**config.mk**
```make
export PLATFORM = sky130hd
export DESIGN_NAME = mc6502_interrupt_sequencer
export DESIGN_NICKNAME = d
export VERILOG_FILES = /design/src/rtl/mc6502_interrupt_sequencer.sv
export SDC_FILE = /design/constraint.sdc
export NUM_CORES = 1
export LEC_CHECK = 0
export BUFFER_PORTS_ARGS = -buffer_cell sky130_fd_sc_hd__buf_2
export CORE_UTILIZATION = 30
export DETAILED_ROUTE_END_ITERATION = 10
export PLACE_DENSITY = 0.64
export SETUP_SLACK_MARGIN = 0.1
export SLEW_MARGIN = 20
export SYNTH_ARGS = -nofsm -noshare
export SYNTH_HDL_FRONTEND = slang
export SYNTH_SLANG_ARGS = --single-unit
```
**constraint.sdc**
```tcl
create_clock -name clk -period 4.45 [get_ports clk]
set_clock_uncertainty 0.05 [all_clocks]
set_input_delay 0.89 -clock clk [delete_from_list [all_inputs] [get_ports clk]]
set_output_delay 0.89 -clock clk [all_outputs]
set_load 0.01 [all_outputs]
```
**src/rtl/mc6502_interrupt_sequencer.sv**
```systemverilog
// mc6502_interrupt_sequencer: reset/NMI/IRQ/BRK entry sequencer for the mc6502 core
// Ports:
//   clk, rst_x (async, active-low), cen (clock enable)
//   i_nmi_n (falling-edge NMI), i_irq_n (level IRQ), i_brk, i_fetch (instruction boundary)
//   i_pc / i_sp / i_psr : return PC, stack pointer, status register from the core
//   i_rdata             : bus read data (vector bytes)
//   o_busy              : sequence active, core stalls
//   o_addr/o_wdata/o_we : bus address, write data, write strobe
//   o_sp_dec            : core decrements SP this cycle
//   o_set_i/o_i, o_set_b/o_b, o_set_d/o_d : status flag write enables / values
//   o_pc_load/o_pc      : load vector PC into the core
// Build option: MC6502_CMOS_CLEAR_D_EN - VEC_L also clears D (65C02 behaviour).
module mc6502_interrupt_sequencer #(
    parameter logic [15:0] NMI_VEC = 16'hFFFA,
    parameter logic [15:0] RES_VEC = 16'hFFFC,
    parameter logic [15:0] IRQ_VEC = 16'hFFFE
) (
    input  logic        clk,
    input  logic        rst_x,
    input  logic        cen,
    input  logic        i_nmi_n,
    input  logic        i_irq_n,
    input  logic        i_brk,
    input  logic        i_fetch,
    input  logic [15:0] i_pc,
    input  logic [7:0]  i_sp,
    input  logic [7:0]  i_psr,
    input  logic [7:0]  i_rdata,
    output logic        o_busy,
    output logic [15:0] o_addr,
    output logic [7:0]  o_wdata,
    output logic        o_we,
    output logic        o_sp_dec,
    output logic        o_set_i,
    output logic        o_i,
    output logic        o_set_b,
    output logic        o_b,
    output logic        o_set_d,
    output logic        o_d,
    output logic        o_pc_load,
    output logic [15:0] o_pc
);
    typedef enum logic [2:0] {IDLE, DUMMY, PUSH_H, PUSH_L, PUSH_P, VEC_L, VEC_H, LOAD} state_t;
    localparam logic [1:0] T_RES = 2'd0, T_NMI = 2'd1, T_IRQ = 2'd2, T_BRK = 2'd3;

    state_t      r_state, w_next;
    logic [1:0]  r_kind, w_kind;
    logic        r_res_pend, r_nmi_pend, r_nmi_prev, r_hijack;
    logic [15:0] r_pc, r_vec_pc, w_vec;
    logic [7:0]  r_sp;
    logic        w_nmi_edge, w_irq, w_start, w_push, w_bpush;

    assign w_nmi_edge = cen & r_nmi_prev & ~i_nmi_n;
    assign w_irq      = ~i_irq_n & ~i_psr[2];
    assign w_start    = r_res_pend | (i_fetch & (r_nmi_pend | w_irq | i_brk));
    assign w_kind     = r_res_pend ? T_RES : r_nmi_pend ? T_NMI : w_irq ? T_IRQ : T_BRK;
    assign w_push     = (r_state == PUSH_H) | (r_state == PUSH_L) | (r_state == PUSH_P);
    assign w_bpush    = (r_kind == T_BRK);
    // A hijacked IRQ/BRK keeps its B value but takes the NMI vector
    assign w_vec      = (r_kind == T_RES) ? RES_VEC : ((r_kind == T_NMI) | r_hijack) ? NMI_VEC : IRQ_VEC;
    assign o_pc       = r_vec_pc;

    always_ff @(posedge clk or negedge rst_x)
        if (!rst_x)
            r_state <= IDLE;
        else if (cen)
            r_state <= w_next;

    always_comb begin
        w_next    = (r_state == IDLE) ? (w_start ? DUMMY : IDLE) :
                    (r_state == LOAD) ? IDLE : state_t'(r_state + 3'd1);
        o_busy    = (r_state != IDLE);
        o_addr    = (r_state == DUMMY) ? r_pc :
                    w_push             ? {8'h01, r_sp} :
                    (r_state == VEC_L) ? w_vec :
                    (r_state == VEC_H) ? w_vec + 16'd1 : 16'h0000;
        // Pushed P always has bit 5 set and B reflecting BRK
        o_wdata   = (r_state == PUSH_H) ? r_pc[15:8] :
                    (r_state == PUSH_L) ? r_pc[7:0] :
                    (r_state == PUSH_P) ? ((i_psr & 8'hCF) | {3'b001, w_bpush, 4'h0}) : 8'h00;
        // Reset walks the stack with reads only
        o_we      = w_push & (r_kind != T_RES);
        o_sp_dec  = w_push;
        o_set_i   = (r_state == VEC_L);
        o_i       = (r_state == VEC_L);
        o_set_b   = (r_state == VEC_L);
        o_b       = (r_state == VEC_L) & w_bpush;
`ifdef MC6502_CMOS_CLEAR_D_EN
        o_set_d   = (r_state == VEC_L);
`else
        o_set_d   = 1'b0;
`endif
        o_d       = 1'b0;
        o_pc_load = (r_state == LOAD);
    end

    always_ff @(posedge clk or negedge rst_x)
        if (!rst_x) begin
            r_res_pend <= 1'b1;
            r_nmi_pend <= 1'b0;
            r_nmi_prev <= 1'b1;
            r_hijack   <= 1'b0;
            r_kind     <= T_RES;
            r_pc       <= 16'h0000;
            r_sp       <= 8'h00;
            r_vec_pc   <= 16'h0000;
        end else if (cen) begin
            r_nmi_prev <= i_nmi_n;
            // A new edge wins over the clear so it is never lost
            r_nmi_pend <= w_nmi_edge | (r_nmi_pend & ~((r_state == VEC_L) & ((r_kind == T_NMI) | r_hijack)));
            if ((r_state == IDLE) & w_start) begin
                r_kind <= w_kind;
                r_pc   <= i_pc;
                r_sp   <= i_sp;
            end
            if (w_push)
                r_sp <= r_sp - 8'd1;
            // Decide hijack as the pushes finish: any NMI pending by then redirects IRQ/BRK
            if (r_state == PUSH_P)
                r_hijack <= r_kind[1] & (r_nmi_pend | w_nmi_edge);
            if (r_state == VEC_L) begin
                r_vec_pc[7:0] <= i_rdata;
                r_res_pend    <= 1'b0;
            end
            if (r_state == VEC_H)
                r_vec_pc[15:8] <= i_rdata;
        end
endmodule

```
==> metrics.log <==
[metrics] combinational family with the most area after synthesis: compound AO/OA/AOI/OAI gates
[metrics] cells along the critical path: inv_1 -> ha_1 -> nor3b_4 -> inv_4 -> o21ai_0 -> o221a_2 -> buf_2
[metrics] core outline area: 0.008382 mm²
[metrics] Initial Util: 0.3147
[metrics] EDFF count, synth: 0
[metrics] areal power density over the cells: 761.0 mW/mm²
[metrics] fraction of the core area covered by cells at the end of the flow: 0.3896
[metrics] post-route clock period utilization: 0.8235
[metrics] reg2reg start: r_state[0]$_DFFE_PN0P_
[metrics] clock-pin slew on the worst setup and hold paths: 0.09 ns
[metrics] number of fillers in the final layout: 874
[metrics] relative slew slack: 0.4394
[metrics] multiplexer share of the synthesized area: 0.1409
[metrics] required time at the endpoint of the critical path: between 3 and 4 ns
[metrics] H-tree lvl count: 2
[metrics] sequential cell area: 0.001229 mm²
[metrics] DR DRC count: 0
[metrics] detailed-route wire length on metal 1: 3027 µm
[metrics] DR WL/cell: 14.61 µm
[metrics] Port Buffers: roughly 90
[metrics] run status: complete, no violations
[metrics] Worst Min Path Start: o_pc[12]$_DFFE_PN0P_
[metrics] Placement Setup Slack: between 0.6 and 0.7 ns
[metrics] share of the synthesized area in compound gates (AO/OA/AOI/OAI): 0.1945
[metrics] number of nets at the end of the flow: 399
[metrics] slowest cell on the critical path: dfrtp_1
[metrics] DIE AREA: 0.009171 mm²
[metrics] Static Leakage: 0.001618 µW
[metrics] Final Hold Fails: 0
[metrics] number of cells in the design after placement: 441
[metrics] die outline height: between 90 and 100 µm
[metrics] DRT Pass-1 Iters: 5
[metrics] pin slew with the least headroom to its limit: about 0.84 ns
[metrics] distinct cell type count after synthesis: 43
[metrics] Routed met3 length: between 400 and 500 µm
[metrics] Site Rows: 33
[metrics] achievable clock frequency: 272.9 MHz
[metrics] top routing layer in use: met4
[metrics] Multi-input gate area: 0.001281 mm²
[metrics] clock buffers created by TritonCTS: 5
[metrics] number of top-level pins: 97
[metrics] total global routing overflow: 0
[metrics] depth of the most critical reg-to-reg path: 7
[metrics] remaining number of nets flagged by the antenna check after routing: 0
[metrics] vias per inst: 4.922
[metrics] maximum buffer depth of the clock tree: 2
[metrics] RSZ-0062 raised after global routing: no
[metrics] post-cts repair resize count: 0
[metrics] async set-or-reset flop fraction in the synthesized netlist: 1.000
[metrics] aggregate global-route resource usage: 0.1480
[metrics] global-route wire length before repair: 10170 µm
[metrics] Root Buffer: clkbuf_8
[metrics] number of max-slew violations in the final report: 0
[metrics] Synth Area in XOR/XNOR: 0
[metrics] # hold bufs at CTS: 0
[metrics] peak supply drop: 0.3458 mV
[metrics] predominant post-synthesis flop cell: dfrtp_1
[metrics] path type of the worst min-delay path: flop to flop
[metrics] Critical Setup Path Class: flop to output port
[metrics] number of synthesized register bits: 49
[metrics] initial DRC count: 110
[metrics] arrival time of data at the critical path endpoint: 2.72 ns
[metrics] largest net degree at the start of global routing: 50
[metrics] Cells on Worst Hold Path: 1
[metrics] cells after synthesis: ~260
[metrics] relative area change from synthesis to final layout: 23.81%
[metrics] clock sink count: 49
[metrics] vias in the first global route: 2057
[metrics] sequential cell area fraction in the yosys report: 0.4658
[metrics] final period demand of the worst path: 3.664 ns
[metrics] Yosys warnings: 0
[metrics] filler-free cell count of the finished design: 451
[metrics] Post-Synth Adder-Cell Area: 0.03321
[metrics] proportion of layout cells with a drive suffix above 1: 0.4364
[metrics] gpl congestion: 0.7402
[metrics] via total after detailed routing: 2220
[metrics] number of setup buffers added after CTS: 0
[metrics] Critical Path Sink Type: output port
[metrics] Die W: 95.77 µm
[metrics] peak per-stage delay on the critical path: 0.51 ns
[metrics] register-to-register path setup slack: 1.77 ns
[metrics] setup TNS: 0 ns
[metrics] hold worst-path end: o_pc[12]$_DFFE_PN0P_
[metrics] number of antenna violations at the first check in global routing: 0
[metrics] max-capacitance violation count: 0
[metrics] number of buffers and inverters on the critical path: 3
[metrics] Startpoint Class: flop
[metrics] Worst Setup Slack, final: 0.7856 ns
[metrics] aggregate routed wire length: 6590 µm
[metrics] critical path fanouts, max: 14
[metrics] end of the worst register-to-register path: r_pc[9]$_DFFE_PN0P_
[metrics] TritonCTS clock tree: done
[metrics] Cell Area, Synth: 0.002638 mm²
[metrics] simple-gate area share of the yosys netlist: 0.1143
[metrics] Avg Synthesized Cell Area: 10.34 µm²
[metrics] final number of setup-violating endpoints: 0
[metrics] half-perimeter wire length after detailed placement: 5025 µm
[metrics] clock insertion delay at the later pin of the skew report: roughly 0.31 ns
[metrics] Top delay family on crit path: compound AO/OA/AOI/OAI gates
[metrics] n_diodes: 0
[metrics] detailed-routed wire length on met2: 3068 µm
logic make-up after synthesis:
logic type / after synthesis
AND/OR/NAND/NOR: 67
multiplexers: 33
buffers and inverters: 25
AO/OA/AOI/OAI: 73
adder cells (fa/ha/maj): 7
flip-flops: 49
other: 1
how the worst max path moves through the flow:
stage	startpoint	endpoint	slack, ns	depth (start not counted)
2_1_floorplan	r_state[0]$_DFFE_PN0P_	o_addr[0]	1.36	8
3_3_place_gp	r_state[2]$_DFFE_PN0P_	o_addr[4]	0.72	7
3_5_place_dp	r_state[2]$_DFFE_PN0P_	o_addr[4]	0.66	7
4_1_cts	r_state[2]$_DFFE_PN0P_	o_addr[4]	0.32	7
5_1_grt	r_state[2]$_DFFE_PN0P_	o_addr[4]	0.51	7
6_report	r_state[2]$_DFFE_PN0P_	o_addr[5]	0.79	7
cells in the mapped netlist (all sizes together), types with 5 or more instances:
library cell	instances	area (µm²)
buf	9	68.81
a21oi	9	52.55
inv	9	36.29
a22oi	8	60.06
a21o	7	52.55
o221a	5	56.30
ha	7	87.58
nor2	28	105.1
nand2	22	82.58
dfrtp	47	1176
o21ai	26	130.1
mux2	33	371.6
clkbuf	7	26.28
state kept, by name, indices dropped and copies added (netlist names):
register,flops
r_res_pend,1
r_nmi_prev,1
r_state,3
r_hijack,1
r_pc,16
r_kind,2
r_nmi_pend,1
o_pc,16
r_sp,8
through the flow:
step | total power [µW] | instance area (µm²) | hold WS [ns]
global placement | 2188 | 3168 | 0.4336
CTS | 2490 | 3251 | 0.4654
floorplan | 1754 | 2641 | 0.4196
detailed placement | 2225 | 3168 | 0.4388
finish | 2485 | 3266 | 0.4619
global route | 2701 | 3266 | 0.4785
metal layers:
metal	vias up	track usage
met5	-	0
met4	0	0.03358
met3	4	0.03791
met2	74	0.2488
met1	1055	0.1914
li1	1087	-
layout make-up:
class,count,area share
Clock buffer,6,0.02222
Clock inverter,2,0.003065
Inverter,9,0.01111
Multi-Input combinational cell,182,0.3923
Sequential cell,49,0.3762
Tap cell,105,0.04023
Timing Repair Buffer,98,0.1548
layout by cell type, fill, tap and decap left out, drive strengths merged, types with 4 or more instances in the layout:
cell type,instances
buf,98
dfrtp,47
mux2,33
nor2,28
o21ai,26
nand2,22
inv,9
a21oi,9
a22oi,8
a21o,7
ha,7
clkbuf,6
o221a,5
nor2b,4
power by group:
part           switching [µW]  internal [µW]
clock network             148            109
registers                 177            656
logic                     751            644
total                    1080           1410
No activity file was read; power rests on OpenSTA's default activity.
